==> config.mk <==
export PLATFORM = sky130hd
export DESIGN_NAME = dma_halt_arb
export DESIGN_NICKNAME = d
export VERILOG_FILES = /design/src/rtl/a78_bus_pkg.sv /design/src/rtl/dma_halt_arb.sv
export SDC_FILE = /design/constraint.sdc
export NUM_CORES = 1
export LEC_CHECK = 0
export CAP_MARGIN = 20
export CORE_UTILIZATION = 44
export DETAILED_ROUTE_END_ITERATION = 16
export PLACE_DENSITY = 0.95
export SYNTH_ARGS = -nofsm -noshare
export SYNTH_HDL_FRONTEND = slang
export SYNTH_SLANG_ARGS = --single-unit
==> constraint.sdc <==
create_clock -name clk -period 4.22 [get_ports clk]
set_input_delay 1.266 -clock clk [delete_from_list [all_inputs] [get_ports clk]]
set_output_delay 1.266 -clock clk [all_outputs]
set_load 0.02 [all_outputs]
==> src/rtl/a78_bus_pkg.sv <==
// ---------------------------------------------------------------------------
// a78_bus_pkg
// Shared definitions for the A78 system bus blocks.
//   state_t        : states of the DMA halt arbiter
//   LEN_ZERO_BYTES : byte count meant by a burst length field of zero
//   lenToCount     : turns the 8-bit length field into a 9-bit byte count
// ---------------------------------------------------------------------------
package a78_bus_pkg;

   // The arbiter walks these states in order for every burst: park the CPU,
   // let its last access finish, stream the burst, collect the trailing
   // byte, then hand the bus back.
   typedef enum logic [2:0] {
      IDLE      = 3'd0,
      HALT_WAIT = 3'd1,
      SETTLE    = 3'd2,
      BURST     = 3'd3,
      DRAIN     = 3'd4,
      RELEASE   = 3'd5
   } state_t;

   // A length field of zero asks for a full 256-byte page.
   localparam int LEN_ZERO_BYTES = 256;

   // The count needs a ninth bit so that 256 can be represented.
   function automatic logic [8:0] lenToCount(input logic [7:0] len);
      logic [8:0] count;
      if (len == 8'd0) begin
         count = 9'(LEN_ZERO_BYTES);
      end else begin
         count = {1'b0, len};
      end
      return count;
   endfunction

endpackage

==> src/rtl/dma_halt_arb.sv <==
// ---------------------------------------------------------------------------
// dma_halt_arb
// Halts the CPU and steals the memory bus to read a burst of bytes.
// Ports:
//   clk, reset              : rising-edge clock, asynchronous active-high reset
//   dma_req/addr/len        : burst request, start address, byte count (0=256)
//   dma_busy                : high whenever the arbiter is not idle
//   dma_data/dma_valid      : read byte and its one-cycle qualifier
//   dma_done                : one-cycle pulse with the final byte
//   cpu_ab/cpu_do/cpu_rd    : CPU address, write data, read/not-write
//   halt_b                  : CPU halt, active-low
//   mem_ab/mem_do/mem_we    : memory address, write data, write enable
//   mem_di                  : memory read data, one cycle after the address
// ---------------------------------------------------------------------------
module dma_halt_arb
   import a78_bus_pkg::*;
(
   input  logic        clk,
   input  logic        reset,
   input  logic        dma_req,
   input  logic [15:0] dma_addr,
   input  logic [7:0]  dma_len,
   output logic        dma_busy,
   output logic [7:0]  dma_data,
   output logic        dma_valid,
   output logic        dma_done,
   input  logic [15:0] cpu_ab,
   input  logic [7:0]  cpu_do,
   input  logic        cpu_rd,
   output logic        halt_b,
   output logic [15:0] mem_ab,
   output logic [7:0]  mem_do,
   output logic        mem_we,
   input  logic [7:0]  mem_di
);

   state_t      state;
   state_t      nextState;
   logic [15:0] burstAddr;
   logic [8:0]  remaining;
   logic        readPending;

   // State register. Reset drops straight back to IDLE so an aborted burst
   // gives the bus back to the CPU without waiting for a clock.
   always_ff @(posedge clk or posedge reset) begin
      if (reset) begin
         state <= IDLE;
      end else begin
         state <= nextState;
      end
   end

   // Burst address and byte counter. They load when a request is accepted
   // in IDLE and step once per issued address; the address wraps naturally
   // at the top of the 16-bit space. readPending remembers that an address
   // went out last cycle, which is exactly when its byte arrives.
   always_ff @(posedge clk or posedge reset) begin
      if (reset) begin
         burstAddr   <= 16'h0000;
         remaining   <= 9'd0;
         readPending <= 1'b0;
      end else begin
         readPending <= (state == BURST);
         if ((state == IDLE) && dma_req) begin
            burstAddr <= dma_addr;
            remaining <= lenToCount(dma_len);
         end else if (state == BURST) begin
            burstAddr <= burstAddr + 16'd1;
            remaining <= remaining - 9'd1;
         end
      end
   end

   // Next-state and bus steering. The CPU owns the bus everywhere except
   // BURST and DRAIN; while it is being halted its writes still pass
   // through untouched, and we only move on once it shows a read cycle,
   // since a read can be abandoned safely but a write cannot.
   always_comb begin
      nextState = state;
      halt_b    = 1'b0;
      dma_busy  = 1'b1;
      dma_done  = 1'b0;
      mem_ab    = cpu_ab;
      mem_do    = cpu_do;
      mem_we    = ~cpu_rd;
      case (state)
         IDLE: begin
            halt_b   = 1'b1;
            dma_busy = 1'b0;
            if (dma_req) begin
               nextState = HALT_WAIT;
            end
         end
         HALT_WAIT: begin
            if (cpu_rd) begin
               nextState = SETTLE;
            end
         end
         SETTLE: begin
            nextState = BURST;
         end
         BURST: begin
            mem_ab = burstAddr;
            mem_do = 8'h00;
            mem_we = 1'b0;
            if (remaining == 9'd1) begin
               nextState = DRAIN;
            end
         end
         DRAIN: begin
            mem_ab    = burstAddr;
            mem_do    = 8'h00;
            mem_we    = 1'b0;
            dma_done  = 1'b1;
            nextState = RELEASE;
         end
         RELEASE: begin
            nextState = IDLE;
         end
         default: begin
            halt_b    = 1'b1;
            dma_busy  = 1'b0;
            nextState = IDLE;
         end
      endcase
   end

   // Read data comes straight from memory but is forced to zero whenever
   // it is not qualified, so reset and idle both present a clean zero.
   assign dma_valid = readPending;
   assign dma_data  = readPending ? mem_di : 8'h00;

endmodule

==> impl_metrics.toml, run 1 <==
[status]
status = "complete, no violations"

[timing]
worst_pin_slew_ps = 656
setup_slack_ps = 367
fmax_mhz = 260
slew_violations = 0
rsz0062_at_grt = "false"
fin_skew_ps = 6.04
final-hold-violation-count = 0
fin_crit_sh_pct = 91.3
fin_tns_setup_ps = 0
finalSetupViolCount = 0
slew-limit-headroom_pct = 56.2
period_minus_slack_ps = 3850
holdWs_ps = 545

[yosys]
syn_area_um2 = 1990
ys_warn_count = 0
synth-main-ff-cell = "dfrtp_1"
ys_types = 45
synth_edf_count = 0
synth_area_per_cell_um2 = 8.66
syn-num-nets = 293
async_flop_share_pct = 100
syn_inst = 230
yosysSeqAreaShare_pct = 36.5
ys_ff_latch = 29

[setup_path]
path_cells = "nand3b_4 > clkinv_2 > nor2_2 > buf_4 > mux2_2 > clkdlybuf4s50_1"
crit_fanout = 28
crit_path_end_kind = "primary output"
crit_buf_inv = 3
cpLargestDelayFamily = "buffers and inverters"
cp.arrival_ps = 2590
crit_required_ps = 2950
slowest_stage = "clkdlybuf4s50_1"
start_kind = "flip-flop"
worstSetupPathType = "flip-flop to primary output"
slowest_delay_ps = 540

[detailed_routing]
ant_nets = 0
viasPerCell = 5.69
drt_wl_total_um = 5490
drc_errors = 0
drtIter0Drc = 165
routedWlPerCell_um = 14.5
dr.pass1.iters = 4
vias = 2150

[global_routing]
grt_overflow = 0
gr-usage-all-layers_pct = 24.5
grt_pass1_wl_um = 9450
grt_start_max_net_pins = 29
antenna_found_initial = 0
grt_pass1_vias = 2032

[clock_network]
htreeDepth = 2
cts_resized = 0
cts_made_buffers = 5
cts_tree = "done"
ctsHoldBuffers = 0
clock_latency_ps = 280
clock-sinks = 29
ctsRootBufferMaster = "clkbuf_8"
cts_setup_buffers = 0
clk_pin_slew_ps = 60
clockBufferDepth = 2

[cells_and_area]
final_core_util_pct = 71.1
diodes = 0
drive_gt1_share_pct = 9.51
syn_to_final_growth_pct = 55.4
final_cell_mix = "clkdlybuf4s50_1, dfrtp_1, nand2_1"
layout_commonest_cell = "clkdlybuf4s50_1"
post-route-cell-area_um2 = 3090
post_layout_nonfiller_instances = 378
finalNetCount = 389

[placement]
post-place-cells = 371
gp_congestion = 0.830
dpl_cell_area_um2 = 3010
pre_cts_ws_ps = 386
port_buffers = 96
dp_hpwl_um = 4110

[die]
io_pins = 97
die_x_um = 69.3
dieHeight_um = 69.3
coreArea_um2 = 4350
core.rowCount = 24
start_util_pct = 45.7
die_area_um2 = 4800

[worst_hold_path]
hp-class = "flip-flop to flip-flop"

[power]
power.density_nw_per_um2 = 673
p_leak_nw = 1.21
ir_worst_vdd_v = 0.000403
power_mw = 2.08

[job]
drv_cap = 0
power breakdown:
group,internal (mW),leakage [nW],switching (mW)
registers,0.398,0.355,0.157
logic,0.636,0.815,0.663
clock network,0.129,0.0443,0.101
total,1.16,1.21,0.921
final timing paths:
kind                         startpoint             to  slack (ps)  cells after the start
min reg2reg                remaining[6]   remaining[6]         540                      1
max reg2reg                    state[1]  burstAddr[12]        2030                      6
min in group asynchronous         reset       state[0]        1380                      2
min                        remaining[6]   remaining[6]         540                      1
max in group asynchronous         reset   burstAddr[1]        2340                      3
max                            state[2]      mem_ab[3]         370                      6
layout make-up:
type | instances | area [um^2]
Fill cell | 346 | 1260
Sequential cell | 29 | 726
Tap cell | 52 | 65.1
Timing Repair Buffer | 101 | 1020
Multi-Input combinational cell | 180 | 1160
Clock buffer | 7 | 86.3
Inverter | 9 | 35.0
state kept, by name, summed over array words and instances (netlist names):
signal and cells:
burstAddr 16, dma_valid 1, remaining 9, state 3
logic make-up after synthesis:
family                     Yosys count  share of synthesized area (%)
AOI/OAI and AO/OA                   53                           18.2
muxes                               12                           6.79
adders and majority gates            3                           1.89
and+or+nand+nor                    108                           29.9
xor gates and xnor gates             4                           1.76
buffers and inverters               21                           5.09
DFF                                 29                           36.5
per-layer routing:
layer  GRT usage (%)  vias up  share of wire (%)
met5               0        -                  0
met4            7.26        0               0.69
met3            6.98        5                7.8
met2            41.0       98                 49
met1            30.8     1001                 42
li1                -     1046                  -
synthesized netlist by cell type (5+ instances only):
cell,n,share of area (%)
nor2_1,21,4.0
nor3_1,5,1.3
dfrtp_1,29,36
nand2_1,27,5.1
and2_1,16,5.0
o211ai_1,8,3.0
mux2_2,12,6.8
o21ai_0,17,4.3
nand4_1,5,1.6
nor4_1,5,1.6
nand3_1,13,3.3
inv_1,8,1.5
o311ai_0,5,2.2
clkbuf_1,6,1.1
a22oi_1,5,1.9
worst reg2reg max path, cell delays in order, from the launching register on:
cell and delay, ps:
dfrtp_1 590, nand3b_4 270, clkinv_2 120, buf_4 230, nand4_4 180, or4_1 540
a31oi_1 180
(Power assumes the default switching activity.)
==> inputs of run 2 (changes only) <==
Settings changed: CORE_MARGIN from default to 2.
==> impl_metrics.toml, run 2 (synthesis results as in run 1) <==
[cells_and_area]
final_cell_mix = "clkdlybuf4s50_1, dfrtp_1, nand2_1"
finalNetCount = 389
n_fill_cell = 370
drive_gt1_share_pct = 9.79
regMostFlops = "burstAddr"
largest_reg_flops = 16
post_layout_nonfiller_instances = 379
syn_to_final_growth_pct = 54.2
layout_commonest_cell = "clkdlybuf4s50_1"
largestRegisters = "burstAddr: 16 flops, remaining: 9 flops, state: 3 flops"
diodes = 0

[global_routing]
grt_overflow = 0
grt_start_max_net_pins = 30
gr-usage-all-layers_pct = 23.8
grt_pass1_vias = 2030
grt_pass1_wl_um = 9500
antenna_found_initial = 0

[timing]
fin_skew_ps = 7.80
slew-limit-headroom_pct = 62.1
rsz0062_at_grt = "false"
finalSetupViolCount = 0
period_minus_slack_ps = 3840
worst_pin_slew_ps = 563
fmax_mhz = 260
fin_tns_setup_ps = 0
fin_crit_sh_pct = 91.1
final-hold-violation-count = 0
slew_violations = 0

[detailed_routing]
drtIter0Drc = 113
vias = 2139
ant_nets = 0
drt_wl_total_um = 5790
viasPerCell = 5.64
dr.pass1.iters = 4
drc_errors = 0
routedWlPerCell_um = 15.3

[die]
io_pins = 97
core.rowCount = 24
dieHeight_um = 71.3
die_x_um = 71.3
start_util_pct = 45.7
die_area_um2 = 5080
coreArea_um2 = 4350

[clock_network]
ctsHoldBuffers = 0
ctsRootBufferMaster = "clkbuf_8"
clk_pin_slew_ps = 60
cts_tree = "done"
clock_latency_ps = 290
clock-sinks = 29
cts_setup_buffers = 0
cts_made_buffers = 5
clockBufferDepth = 2
cts_resized = 0
htreeDepth = 2

[setup_path]
cp.arrival_ps = 2580
crit_path_end_kind = "primary output"
crit_required_ps = 2950
slowest_delay_ps = 540
ff2ff_path_depth = 6
worstSetupPathType = "flip-flop to primary output"
path_cells = "nand3b_4 > clkinv_2 > nor2_2 > buf_4 > mux2_2 > clkdlybuf4s50_1"
start_kind = "flip-flop"
slowest_stage = "clkdlybuf4s50_1"
crit_fanout = 28

[worst_hold_path]
hold_depth = 2
hp-class = "flip-flop to flip-flop"

[placement]
gp_congestion = 0.807
dp_hpwl_um = 4180
port_buffers = 96
post-place-cells = 371

[power]
power.density_nw_per_um2 = 681
p_leak_nw = 1.21
ir_worst_vdd_v = 0.000399

[job]
drv_cap = 0

[status]
status = "complete, no violations"
==> run 2: cell types whose count changed in the layout (fill, tap and decap cells not counted) <==
cell	change
clkinv_2	+2
buf_4	+1
clkbuf_8	-1
buf_16	-1
==> run 2: area by class of cell <==
type / count / area (um^2) / area share, %
Clock inverter: 2 / 10.0 / 0.326
Clock buffer: 6 / 72.6 / 2.36
Multi-Input combinational cell: 180 / 1160 / 37.9
Tap cell: 52 / 65.1 / 2.12
Inverter: 9 / 35.0 / 1.14
Sequential cell: 29 / 726 / 23.6
Timing Repair Buffer: 101 / 998 / 32.5
==> run 2: worst max-delay path: cells and delay by family (launching register included) <==
| family | cells | cell delay (ps) |
|---|---|---|
| flip-flops | 1 | 520 |
| buffers and inverters | 3 | 930 |
| multiplexers | 1 | 390 |
| AND/OR/NAND/NOR | 2 | 440 |
==> run 2: final timing paths <==
path,start,end,slack (ps)
min in group asynchronous,reset,burstAddr[13],1360
setup reg to reg,state[1],burstAddr[12],2030
max in group asynchronous,reset,burstAddr[2],2570
setup / recovery,state[2],mem_ab[3],380
hold / removal,remaining[3],remaining[3],550
hold reg to reg,remaining[3],remaining[3],550
==> run 2: metal layers <==
layer | GRT usage, % | up-vias | wire (um)
met5 | 0 | - | 0
met4 | 10.1 | 0 | 78
met3 | 5.34 | 8 | 513
met2 | 40.8 | 116 | 2890
met1 | 28.6 | 978 | 2310
li1 | - | 1037 | -
==> run 2: report_power, final <==
part           internal (mW)  switching [mW]
clock network          0.114           0.109
registers              0.398           0.163
logic                  0.634           0.673
total                   1.15           0.944
==> run 2: stage by stage <==
step / worst slack, ps / instance area (um^2) / util [%] / hold WS (ps) / power [mW]
2_1_floorplan: 1090 / 1990 / - / 487 / 1.34
3_3_place_gp: 459 / 2990 / 68.6 / 504 / 1.81
3_5_place_dp: 461 / 2990 / 68.6 / 543 / 1.86
5_1_grt: 243 / 3070 / 70.5 / 573 / 2.24
4_1_cts: 363 / 3070 / 70.5 / 555 / 2.10
6_report: 377 / 3070 / 70.5 / 550 / 2.09
